<file path="src/rtl/pipeline_hazard_ctrl_if.sv">
// Hazard-control bundle between the pipeline datapath and pipeline_hazard_ctrl.
// Inputs (datapath -> controller):
//   idex_memread_i, idex_rt_i    load flag and destination register in ID/EX
//   ifid_rs_i, ifid_rt_i         source registers in IF/ID
//   branch_taken_i               branch resolved taken in ID
//   dmem_stall_i                 data memory not ready
// Outputs (controller -> datapath):
//   pc_write_o, ifid_write_o     PC and IF/ID write enables
//   ifid_flush_o, idex_bubble_o  zero IF/ID / load a NOP into ID/EX
//   freeze_o                     hold ID/EX, EX/MEM and MEM/WB
//   fault_o                      sticky memory-timeout flag
//   stall_cnt_o, flush_cnt_o     saturating performance counters
interface pipeline_hazard_ctrl_if #(
  parameter int CNT_W = 16
);
  logic             idex_memread_i;
  logic [4:0]       idex_rt_i;
  logic [4:0]       ifid_rs_i;
  logic [4:0]       ifid_rt_i;
  logic             branch_taken_i;
  logic             dmem_stall_i;
  logic             pc_write_o;
  logic             ifid_write_o;
  logic             ifid_flush_o;
  logic             idex_bubble_o;
  logic             freeze_o;
  logic             fault_o;
  logic [CNT_W-1:0] stall_cnt_o;
  logic [CNT_W-1:0] flush_cnt_o;

  modport master (
    output idex_memread_i, idex_rt_i, ifid_rs_i, ifid_rt_i,
           branch_taken_i, dmem_stall_i,
    input  pc_write_o, ifid_write_o, ifid_flush_o, idex_bubble_o,
           freeze_o, fault_o, stall_cnt_o, flush_cnt_o
  );

  modport slave (
    input  idex_memread_i, idex_rt_i, ifid_rs_i, ifid_rt_i,
           branch_taken_i, dmem_stall_i,
    output pc_write_o, ifid_write_o, ifid_flush_o, idex_bubble_o,
           freeze_o, fault_o, stall_cnt_o, flush_cnt_o
  );
endinterface

</file>
<file path="src/rtl/pipeline_hazard_ctrl.sv">
// Pipeline hazard controller: load-use stall, branch flush, data-memory
// freeze with timeout fault, and saturating stall/flush counters.
// Ports:
//   clk_i  single clock, rising edge
//   rst_i  synchronous active-high reset
//   hz     pipeline_hazard_ctrl_if slave modport (see interface header)
// Parameters:
//   CNT_W        width of stall/flush counters (must match hz CNT_W)
//   MEM_TIMEOUT  consecutive dmem stall cycles before entering FAULT
module pipeline_hazard_ctrl #(
  parameter int CNT_W       = 16,
  parameter int MEM_TIMEOUT = 64
) (
  input  logic                  clk_i,
  input  logic                  rst_i,
  pipeline_hazard_ctrl_if.slave hz
);

  localparam int WAIT_W = $clog2(MEM_TIMEOUT + 1);

  typedef enum logic [1:0] {
    RUN      = 2'd0,
    MEM_WAIT = 2'd1,
    FAULT    = 2'd2
  } state_e;

  state_e            state_q, state_d;
  logic [WAIT_W-1:0] wait_cnt_q, wait_cnt_d;
  logic [CNT_W-1:0]  stall_cnt_q, stall_cnt_d;
  logic [CNT_W-1:0]  flush_cnt_q, flush_cnt_d;

  state_e dec_state;
  logic   load_use;

  assign load_use = hz.idex_memread_i && (hz.idex_rt_i != 5'd0) &&
                    ((hz.idex_rt_i == hz.ifid_rs_i) ||
                     (hz.idex_rt_i == hz.ifid_rt_i));

  // While reset is held the outputs decode as RUN, whatever the stored state.
  assign dec_state = rst_i ? RUN : state_q;

  // State register
  always_ff @(posedge clk_i) begin
    if (rst_i) begin
      state_q     <= RUN;
      wait_cnt_q  <= '0;
      stall_cnt_q <= '0;
      flush_cnt_q <= '0;
    end else begin
      state_q     <= state_d;
      wait_cnt_q  <= wait_cnt_d;
      stall_cnt_q <= stall_cnt_d;
      flush_cnt_q <= flush_cnt_d;
    end
  end

  // Next-state logic
  always_comb begin
    state_d    = state_q;
    wait_cnt_d = wait_cnt_q;
    case (state_q)
      RUN, MEM_WAIT: begin
        if (hz.dmem_stall_i) begin
          // wait_cnt_q is 0 in RUN, so the same compare covers entry
          // from RUN and continuation in MEM_WAIT.
          wait_cnt_d = wait_cnt_q + 1'b1;
          if (wait_cnt_q == WAIT_W'(MEM_TIMEOUT - 1)) state_d = FAULT;
          else                                        state_d = MEM_WAIT;
        end else begin
          wait_cnt_d = '0;
          state_d    = RUN;
        end
      end
      FAULT:   state_d = FAULT;
      default: begin
        state_d    = RUN;
        wait_cnt_d = '0;
      end
    endcase
  end

  // Output logic
  always_comb begin
    hz.pc_write_o    = 1'b1;
    hz.ifid_write_o  = 1'b1;
    hz.ifid_flush_o  = 1'b0;
    hz.idex_bubble_o = 1'b0;
    hz.freeze_o      = 1'b0;
    if (dec_state == FAULT) begin
      hz.pc_write_o   = 1'b0;
      hz.ifid_write_o = 1'b0;
      hz.freeze_o     = 1'b1;
    end else if (hz.dmem_stall_i) begin
      // Frozen IF/ID keeps any pending branch until the stall clears.
      hz.pc_write_o   = 1'b0;
      hz.ifid_write_o = 1'b0;
      hz.freeze_o     = 1'b1;
    end else if (load_use) begin
      hz.pc_write_o    = 1'b0;
      hz.ifid_write_o  = 1'b0;
      hz.idex_bubble_o = 1'b1;
    end else if (hz.branch_taken_i) begin
      hz.ifid_flush_o = 1'b1;
    end
  end

  // Saturating performance counters
  always_comb begin
    stall_cnt_d = stall_cnt_q;
    flush_cnt_d = flush_cnt_q;
    if (!hz.pc_write_o && (stall_cnt_q != '1)) stall_cnt_d = stall_cnt_q + 1'b1;
    if (hz.ifid_flush_o && (flush_cnt_q != '1)) flush_cnt_d = flush_cnt_q + 1'b1;
  end

  assign hz.fault_o     = (state_q == FAULT);
  assign hz.stall_cnt_o = stall_cnt_q;
  assign hz.flush_cnt_o = flush_cnt_q;

endmodule

</file>
<file path="src/flat_wrapper.sv">
// flat-port wrapper written by rule: the top's interface ports become plain ports
module pipeline_hazard_ctrl_flat 
#(
  parameter int CNT_W       = 16,
  parameter int MEM_TIMEOUT = 64
)
  (clk_i, rst_i, hz_idex_memread_i, hz_idex_rt_i, hz_ifid_rs_i, hz_ifid_rt_i, hz_branch_taken_i, hz_dmem_stall_i, hz_pc_write_o, hz_ifid_write_o, hz_ifid_flush_o, hz_idex_bubble_o, hz_freeze_o, hz_fault_o, hz_stall_cnt_o, hz_flush_cnt_o);
  pipeline_hazard_ctrl_if #(.CNT_W(CNT_W)) hz_i ();
  input  logic clk_i;
  input  logic rst_i;
  input wire logic [$bits(hz_i.idex_memread_i)-1:0] hz_idex_memread_i;
  input wire logic [$bits(hz_i.idex_rt_i)-1:0] hz_idex_rt_i;
  input wire logic [$bits(hz_i.ifid_rs_i)-1:0] hz_ifid_rs_i;
  input wire logic [$bits(hz_i.ifid_rt_i)-1:0] hz_ifid_rt_i;
  input wire logic [$bits(hz_i.branch_taken_i)-1:0] hz_branch_taken_i;
  input wire logic [$bits(hz_i.dmem_stall_i)-1:0] hz_dmem_stall_i;
  output wire logic [$bits(hz_i.pc_write_o)-1:0] hz_pc_write_o;
  output wire logic [$bits(hz_i.ifid_write_o)-1:0] hz_ifid_write_o;
  output wire logic [$bits(hz_i.ifid_flush_o)-1:0] hz_ifid_flush_o;
  output wire logic [$bits(hz_i.idex_bubble_o)-1:0] hz_idex_bubble_o;
  output wire logic [$bits(hz_i.freeze_o)-1:0] hz_freeze_o;
  output wire logic [$bits(hz_i.fault_o)-1:0] hz_fault_o;
  output wire logic [$bits(hz_i.stall_cnt_o)-1:0] hz_stall_cnt_o;
  output wire logic [$bits(hz_i.flush_cnt_o)-1:0] hz_flush_cnt_o;
  assign hz_i.idex_memread_i = hz_idex_memread_i;
  assign hz_i.idex_rt_i = hz_idex_rt_i;
  assign hz_i.ifid_rs_i = hz_ifid_rs_i;
  assign hz_i.ifid_rt_i = hz_ifid_rt_i;
  assign hz_i.branch_taken_i = hz_branch_taken_i;
  assign hz_i.dmem_stall_i = hz_dmem_stall_i;
  assign hz_pc_write_o = hz_i.pc_write_o;
  assign hz_ifid_write_o = hz_i.ifid_write_o;
  assign hz_ifid_flush_o = hz_i.ifid_flush_o;
  assign hz_idex_bubble_o = hz_i.idex_bubble_o;
  assign hz_freeze_o = hz_i.freeze_o;
  assign hz_fault_o = hz_i.fault_o;
  assign hz_stall_cnt_o = hz_i.stall_cnt_o;
  assign hz_flush_cnt_o = hz_i.flush_cnt_o;
  pipeline_hazard_ctrl #(.CNT_W(CNT_W), .MEM_TIMEOUT(MEM_TIMEOUT)) u_core (.clk_i(clk_i), .rst_i(rst_i), .hz(hz_i));
endmodule
</file>
<file path="config.mk">
export PLATFORM = sky130hd
export DESIGN_NAME = pipeline_hazard_ctrl_flat
export DESIGN_NICKNAME = d
export VERILOG_FILES = /design/src/rtl/pipeline_hazard_ctrl_if.sv /design/src/rtl/pipeline_hazard_ctrl.sv /design/src/flat_wrapper.sv
export SDC_FILE = /design/constraint.sdc
export NUM_CORES = 1
export LEC_CHECK = 0
export CAP_MARGIN = 20
export CORE_MARGIN = 2
export CORE_UTILIZATION = 48
export CTS_BUF_LIST = sky130_fd_sc_hd__clkbuf_2 sky130_fd_sc_hd__clkbuf_4 sky130_fd_sc_hd__clkbuf_8
export DETAILED_ROUTE_END_ITERATION = 7
export GPL_TIMING_DRIVEN = 0
export PLACE_DENSITY = 0.88
export SKIP_CTS_REPAIR_TIMING = 1
export SKIP_LAST_GASP = 1
export SLEW_MARGIN = 30
export SYNTH_ARGS = -nofsm -noshare
export SYNTH_HDL_FRONTEND = slang
export SYNTH_SLANG_ARGS = --single-unit
</file>
<file path="constraint.sdc">
create_clock -name clk_i -period 4.05 [get_ports clk_i]
set_input_delay 0.405 -clock clk_i [delete_from_list [all_inputs] [get_ports clk_i]]
set_output_delay 0.405 -clock clk_i [all_outputs]
set_load 0.02 [all_outputs]
</file>
Word-level counts from Yosys, hierarchy flattened:

Index checks and enable logic that the tools add are counted.

* add/sub/neg operators: 3
* equality and inequality tests: 8
* mux-type cells: 18
* reduce and logical (&&, ||, !) cells: 9

Operator list (count)
* adder 16 x 1 -> 16 bit, second input constant: 2
* inequality test 16 bit, second input constant: 2
* case mux 7 bit (2 select lines): 1
* 2-to-1 mux 1 bit: 12
* == test 5 bit: 2
* adder 7 x 1 -> 7 bit, second input constant: 1
* == test 7 x 6 -> 1 bit, second input constant: 1
* 2-to-1 mux 7 bit: 1
* 2-to-1 mux 2 bit: 3
* nonzero test 5 bit: 1
* == test 2 bit, second input constant: 2
* logical AND 1 bit: 4
* case mux 2 bit (2 select lines): 1
* == test 2 x 1 -> 1 bit, second input constant: 1
* zero test 2 bit: 1
* OR reduction 2 bit: 1
* zero test 1 bit: 1
* logical OR 1 bit: 1

* register bits after elaboration: 41
* output and inout bits: 38
* word-level logic and storage cells: 42

Depth between registers and ports, before layout:

Gate-level depths: netlist of the first run.

* depth in word-level cells: 8
* mapped depth: 9

Worst setup path before layout of the first run:

OpenSTA, ideal clock, no wires.

* kind: register to output
* start: register u_core.state_q[0]
* end: output port hz_ifid_flush_o
* arrival: 2.047 ns
* required time: 3.645 ns
* path slack: 1.598 ns
* stages on the path, launching flop included: 9
* cells stage by stage: dfxtp_1 and2b_1 and2b_1 or2_1 a21o_1 inv_2 buf_2 buf_2 and2_1

* word-level cells in the longest chain between the ends: 3

RTL lines
* start: declaration: line pipeline_hazard_ctrl.sv:27 `state_e state_q, state_d;`
* start signal: assignment: line pipeline_hazard_ctrl.sv:50 `state_q <= state_d;`
* 2-to-1 mux 2 bit: line pipeline_hazard_ctrl.sv:40 `assign dec_state = rst_i ? RUN : state_q;`
* == test 2 bit: line pipeline_hazard_ctrl.sv:89 `if (dec_state == FAULT) begin`
* 2-to-1 mux 1 bit: line pipeline_hazard_ctrl.sv:89
* end: declaration: line flat_wrapper.sv:19 `output wire logic [$bits(hz_i.ifid_flush_o)-1:0] hz_ifid_flush_o;`

Every way passes these cells.

Worst setup path after layout of the first run:

* start: input port hz_idex_rt_i[0]
* end: output port hz_ifid_flush_o

* word-level cells in the longest chain between the ends: 6

RTL lines
* start: declaration: line flat_wrapper.sv:12 `input wire logic [$bits(hz_i.idex_rt_i)-1:0] hz_idex_rt_i;`
* == test 5 bit, or another cell as far along: line pipeline_hazard_ctrl.sv:36 `((hz.idex_rt_i == hz.ifid_rs_i) ||`
* logical OR 1 bit / logical AND 1 bit (equally long branches): line pipeline_hazard_ctrl.sv:36, pipeline_hazard_ctrl.sv:35
* logical AND 1 bit *: line pipeline_hazard_ctrl.sv:35 `assign load_use = hz.idex_memread_i && (hz.idex_rt_i != 5'd0) &&`
* 2-to-1 mux 1 bit *: line pipeline_hazard_ctrl.sv:98 `end else if (load_use) begin`
* 2-to-1 mux 1 bit *: line pipeline_hazard_ctrl.sv:93 `end else if (hz.dmem_stall_i) begin`
* 2-to-1 mux 1 bit *: line pipeline_hazard_ctrl.sv:89

Every way passes the cells marked *; elsewhere a longest branch is shown, timed or not.

==> reports/results.tsv, run 1 <==
stage	metric	value	unit
sta	min_period	3.54	ns
global_route	antenna_found_initial	0	
sta	slew_violations	0	
finish	nets	352	
die	start_util	49.9	%
clocking	cts_root_buf	clkbuf_8	
die	dieArea	0.00509	sq mm
critical_path	path_buf_inv	6	
yosys	synth_ff_type	dfxtp_1	
critical_path	cpPeakStageDelay	0.59	ns
drt	wl_per_cell	14.4	microns
die	core_area	0.00435	sq mm
yosys	synthesis.area	0.00217	sq mm
drt	wl	5510	microns
die	io_pins	58	
critical_path	cpMaxStageDelayCell	clkdlybuf4s50_1	
critical_path	worst_setup_path_start_kind	input pin	
pwr	p_per_area	268	mW/mm^2
critical_path	cp.required	3.64	ns
yosys	synth_cells	265	
sta	worst_pin_slew	0.618	ns
placed_design	placed_cell_area	0.00281	sq mm
clocking	cts.clk_slew.worst_paths	0.08	ns
die	die_w	71.3	microns
drt	vias	2275	
global_route	grt_pass1_vias	2167	
min_path	hold_path.class	register to register	
yosys	avgSynthCellArea	8.21	sq um
global_route	track_usage	22.8	%
finish	n_antenna_cell	0	
yosys	synth_edf_count	0	
sta	setup_viol	0	
clocking	cts.sinks	41	
die	die_y	71.3	microns
finish	areaGrowthSynthToFinish	33.2	%
placed_design	hpwl	4000	microns
sta	fin_skew	0.0101	ns
drt	dr.pass1.iters	5	
finish	utilization	66.5	%
sta	finalCritPeriodShare	87.4	%
yosys	ys_seq_area_share	37.7	%
placed_design	gp_congestion	0.826	
sta	slew_headroom	58.5	%
run	drv_cap	0	
drt	dr.first_iter.drc_count	204	
critical_path	cp.arrival	3.14	ns
yosys	ys_top_cells_by_count	dfxtp_1, a21oi_1, o31ai_1, or4_1, nand3_1	
yosys	yosysMostFrequentCell	dfxtp_1	
pwr	leakage	0.000959	uW
critical_path	crit_path_max_fanout	11	
yosys	synth_cell_types	41	
sta	clock.fmax	282	MHz
yosys	synth_nets	288	
global_route	grt_pass1_wl	9450	microns
clocking	insertion_delay	0.30	ns
clocking	cts_buffer_depth	2	
run_status	status	finished, final reports clean	
sta	holdWs	0.498	ns
placed_design	io_buffers	57	
critical_path	critPathCaptureType	output port	
critical_path	critPathTopFamily	buffers and inverters	
yosys	synth.largest_area_cell	dfxtp_1	
die	rows	24	
sta	tns	0	ns
finish	final_area	0.00290	sq mm
critical_path	crit_type	input pin to output port	
clocking	tritoncts	built	
yosys	ys_seq_elements	41	
finish	drive_above_1_share	7.88	%
drt	antenna_left	0	
clocking	cts_buffers	5	
yosys	async_reset_ff_share	0	%
yosys	ys_warn_count	0	
sta	finalHoldViolCount	0	
global_route	grt_max_degree	14	
yosys	synthTopCellsByArea	dfxtp_1, o31ai_1, or4_1	
pwr	irDropWorstVdd	0.000179	V
sta	rsz0062_at_grt	no	
yosys	synth.top_cell.area_share	37.7	%
clocking	cts.htree.levels	2	
drt	drc_errors	0	
drt	vias_per_cell	5.96	
global_route	overflow	0	
critical_path	path_cells	clkdlybuf4s50_1 -> or4_1 -> o21ai_1 -> inv_1 -> a21o_1 -> inv_2 -> buf_2 -> buf_2 -> and2_1 -> clkdlybuf4s50_1	
## logic make-up after synthesis
| family | after synthesis | share of synthesized area (%) |
|---|---|---|
| flip-flops | 41 | 37.7 |
| AO/OA/AOI/OAI | 70 | 19.4 |
| XOR/XNOR | 11 | 4.43 |
| adder cells (fa/ha/maj) | 3 | 1.73 |
| AND/OR/NAND/NOR | 110 | 28.5 |
| buffers and inverters | 24 | 5.06 |
| multiplexers | 6 | 3.11 |
## flip-flops by register name, indices dropped and copies added, names as in the netlist
signal / count
u_core.hz.flush_cnt_o: 16
u_core.hz.stall_cnt_o: 16
u_core.wait_cnt_q: 7
u_core.state_q: 2
## report_power, final
part / leakage [uW] / internal (uW) / switching [uW]
Sequential: 0.000331 / 407 / 5.29
Combinational: 0.000584 / 46.7 / 50.4
Clock: 0.0000439 / 119 / 149
## worst paths after layout
kind	startpoint	end	slack, ns	cells past startpoint
hold / removal	u_core.hz.stall_cnt_o[14]	u_core.hz.stall_cnt_o[14]	0.50	2
setup reg to reg	u_core.hz.flush_cnt_o[0]	u_core.hz.flush_cnt_o[13]	1.48	9
setup / recovery	hz_idex_rt_i[0]	hz_ifid_flush_o	0.51	10
hold reg to reg	u_core.hz.stall_cnt_o[14]	u_core.hz.stall_cnt_o[14]	0.50	2
## worst reg2reg max path, cell delays in order, from the launching register on
cell	delay, ns
dfxtp_1	0.41
ha_1	0.19
nand3_1	0.14
nor2_1	0.36
nand2_1	0.13
o21ai_1	0.47
buf_2	0.30
buf_2	0.24
o31ai_1	0.11
a21oi_1	0.14
## layer usage
| layer | vias up | GRT usage, % | share of wire, % | routed length [microns] |
|---|---|---|---|---|
| met5 | - | 0 | 0 | 0 |
| met4 | 0 | 9.01 | 1.3 | 74 |
| met3 | 11 | 5.49 | 6.6 | 363 |
| met2 | 88 | 37.7 | 49 | 2680 |
| met1 | 1052 | 28.6 | 43 | 2380 |
| li1 | 1124 | - | - | - |
## area by class of cell
cell class	instances	area (sq um)
fill	360	1460
multi-input combinational	200	1240
sequential	41	821
timing repair buffer	57	571
buffer	16	80.1
clock buffer	5	68.8
tap	52	65.1
inverter	8	30.0
clock inverter	3	17.5
## through the flow
step / worst slack, ns / total power (uW) / instances
after global placement: 0.517 / 517 / 374
final: 0.508 / 777 / 382
after CTS: 0.499 / 782 / 382
after floorplan: 1.60 / 473 / 265
after detailed placement: 0.522 / 518 / 374
after global routing: 0.341 / 811 / 382
## cells in the final DEF (no fill, tap or decap), drive strengths merged
master	Yosys	layout
a21o	1	1
a21oi	27	27
a311oi	1	1
a31oi	2	2
and2	1	1
and2b	2	2
and3	5	5
and4	2	2
buf	10	10
clkbuf	6	11
clkdlybuf4s50	0	57
clkinv	0	2
clkinvlp	0	1
dfxtp	41	41
ha	3	3
inv	8	8
mux2	6	6
nand2	16	16
nand2b	2	2
nand3	19	19
nand3b	1	1
nand4	3	3
nor2	18	18
nor2b	5	5
nor3	2	2
nor3b	1	1
nor4	5	5
nor4b	1	1
o2111ai	1	1
o21ai	14	14
o22ai	1	1
o31ai	22	22
o41ai	1	1
or2	2	2
or3	2	2
or3b	1	1
or4	22	22
xnor2	11	11
No activity file was read; power rests on OpenSTA's default activity.
==> run 2, diff against run 1 <==
--- a/config.mk
+++ b/config.mk
@@ -11,7 +11,7 @@
 export CTS_BUF_LIST = sky130_fd_sc_hd__clkbuf_2 sky130_fd_sc_hd__clkbuf_4 sky130_fd_sc_hd__clkbuf_8
 export DETAILED_ROUTE_END_ITERATION = 7
 export GPL_TIMING_DRIVEN = 0
-export PLACE_DENSITY = 0.88
+export PLACE_DENSITY = 0.79
 export SKIP_CTS_REPAIR_TIMING = 1
 export SKIP_LAST_GASP = 1
 export SLEW_MARGIN = 30
==> run 2 against run 1 <==
  * Worst setup slack worse by 0.018 ns
  * Power rose by 1.5%
  * Clock skew about the same
  * Global-route usage down 0.68 points
  * Sequential power hardly changed
  * Die area did not move
  * Wire length about the same
  * Final cell count stayed put
  * Critical endpoint unchanged
  * Largest power group unchanged
  * Highest routed layer unchanged
==> reports/results.tsv, run 2 (synthesis results as in run 1) <==
stage	metric	value	unit
finish	fill_cells	384	
clocking	cts_buffers	5	
drt	dr.first_iter.drc_count	150	
placed_design	hpwl	3950	microns
critical_path	path_depth	10	
global_route	grtUsageMet2	36.1	%
global_route	overflow	0	
finish	final_area	0.00290	sq mm
critical_path	path_buf_inv	6	
global_route	grt-busiest-layer	met2	
finish	areaGrowthSynthToFinish	33.4	%
sta	rsz0062_at_grt	no	
die	start_util	49.9	%
finish	drive_above_1_share	7.88	%
die	dieArea	0.00509	sq mm
drt	wl	5510	microns
pwr	irDropWorstVdd	0.000208	V
placed_design	gp_congestion	0.783	
critical_path	crit_type	input pin to output port	
critical_path	worst_setup_path_start_kind	input pin	
critical_path	cp.arrival	3.15	ns
drt	wl_per_cell	14.4	microns
critical_path	critPathTopFamily	buffers and inverters	
run_status	status	finished, final reports clean	
drt	vias	2238	
critical_path	critPathCaptureType	output port	
global_route	use_met3	5.20	%
die	core_area	0.00435	sq mm
finish	final_common_cell	clkdlybuf4s50_1	
finish	utilization	66.6	%
global_route	track_usage	22.1	%
sta	finalCritPeriodShare	87.9	%
global_route	antenna_found_initial	0	
global_route	grt_pass1_wl	9090	microns
clocking	cts.htree.levels	2	
die	io_pins	58	
critical_path	crit_path_max_fanout	11	
global_route	grt_use_met1	27.7	%
clocking	cts_root_buf	clkbuf_8	
run	drv_cap	0	
critical_path	path_cells	clkdlybuf4s50_1 -> or4_1 -> o21ai_1 -> inv_1 -> a21o_1 -> inv_2 -> buf_2 -> buf_2 -> and2_1 -> clkdlybuf4s50_1	
die	rows	24	
pwr	p_per_area	272	mW/mm^2
critical_path	r2r-end	u_core.hz.flush_cnt_o[1]	
die	die_w	71.3	microns
critical_path	cp.required	3.64	ns
min_path	hold_path.class	register to register	
finish	nets	352	
sta	holdWs	0.490	ns
critical_path	cpMaxStageDelayCell	clkdlybuf4s50_1	
placed_design	io_buffers	57	
sta	slew_violations	0	
finish	final_cell_mix	clkdlybuf4s50_1, dfxtp_1, a21oi_1, or4_1, o31ai_1	
sta	clock.fmax	281	MHz
global_route	grt_pass1_vias	2058	
sta	worst_pin_slew	0.577	ns
clocking	cts_buffer_depth	2	
die	die_y	71.3	microns
clocking	tritoncts	built	
placed_design	placed_cell_area	0.00281	sq mm
sta	finalHoldViolCount	0	
global_route	grt_max_degree	13	
sta	fin_skew	0.0106	ns
critical_path	critPathLaunch	hz_idex_rt_i[0]	
pwr	leakage	0.000960	uW
sta	tns	0	ns
drt	dr.pass1.iters	5	
clocking	cts.clk_slew.worst_paths	0.07	ns
drt	drc_errors	0	
drt	vias_per_cell	5.86	
sta	slew_headroom	61.2	%
critical_path	cpPeakStageDelay	0.60	ns
finish	n_antenna_cell	0	
critical_path	worst-r2r-setup-slack	1.40	ns
drt	antenna_left	0	
sta	setup_viol	0	
sta	min_period	3.56	ns
critical_path	worstSetupEndpoint	hz_ifid_flush_o	
critical_path	reg2reg_from	u_core.hz.flush_cnt_o[0]	
clocking	cts.sinks	41	
critical_path	r2r_cells	9	
clocking	insertion_delay	0.30	ns
-- run 2: where the power goes --
part	total (uW)	internal, uW	switching (uW)
Sequential	412	407	5.20
Combinational	98.0	46.8	51.2
Clock	279	135	143
-- run 2: layout make-up --
| class | instances | area (sq um) | share of cell area [%] |
|---|---|---|---|
| Clock buffer | 7 | 83.8 | 2.89 |
| Multi-Input combinational cell | 200 | 1240 | 42.9 |
| Inverter | 8 | 30.0 | 1.03 |
| Sequential cell | 41 | 821 | 28.3 |
| Buffer | 16 | 80.1 | 2.76 |
| Timing Repair Buffer | 57 | 571 | 19.7 |
| Tap cell | 52 | 65.1 | 2.24 |
| Clock inverter | 1 | 7.51 | 0.259 |
-- run 2: worst min path at each step --
stage                                   start                         to  slack, ns  cells past startpoint
floorplan                u_core.wait_cnt_q[1]       u_core.wait_cnt_q[1]       0.44                      2
global placement         u_core.wait_cnt_q[1]       u_core.wait_cnt_q[1]       0.46                      2
detailed placement       u_core.wait_cnt_q[1]       u_core.wait_cnt_q[1]       0.48                      2
CTS                      u_core.wait_cnt_q[1]       u_core.wait_cnt_q[1]       0.49                      2
global route        u_core.hz.stall_cnt_o[14]  u_core.hz.stall_cnt_o[14]       0.52                      2
finish                   u_core.wait_cnt_q[1]       u_core.wait_cnt_q[1]       0.49                      2
-- run 2: routing by layer --
metal	vias to the layer above	routed length, microns
met5	-	0
met4	0	83
met3	8	349
met2	74	2610
met1	1033	2470
li1	1123	-
-- run 2: metrics by stage --
stage               cells  total power (uW)  setup WS (ns)
floorplan             265               473           1.60
global placement      374               518          0.487
detailed placement    374               519          0.520
CTS                   382               797          0.502
global route          382               820          0.339
finish                382               789          0.490
-- run 2: worst register-to-register path, cell delays in order (launching register included) --
cell	delay, ns
dfxtp_1	0.45
ha_1	0.23
nand3_1	0.17
nor2_1	0.35
nand2_1	0.12
o21ai_1	0.44
buf_2	0.31
buf_2	0.26
o21ai_0	0.11
a21oi_1	0.15
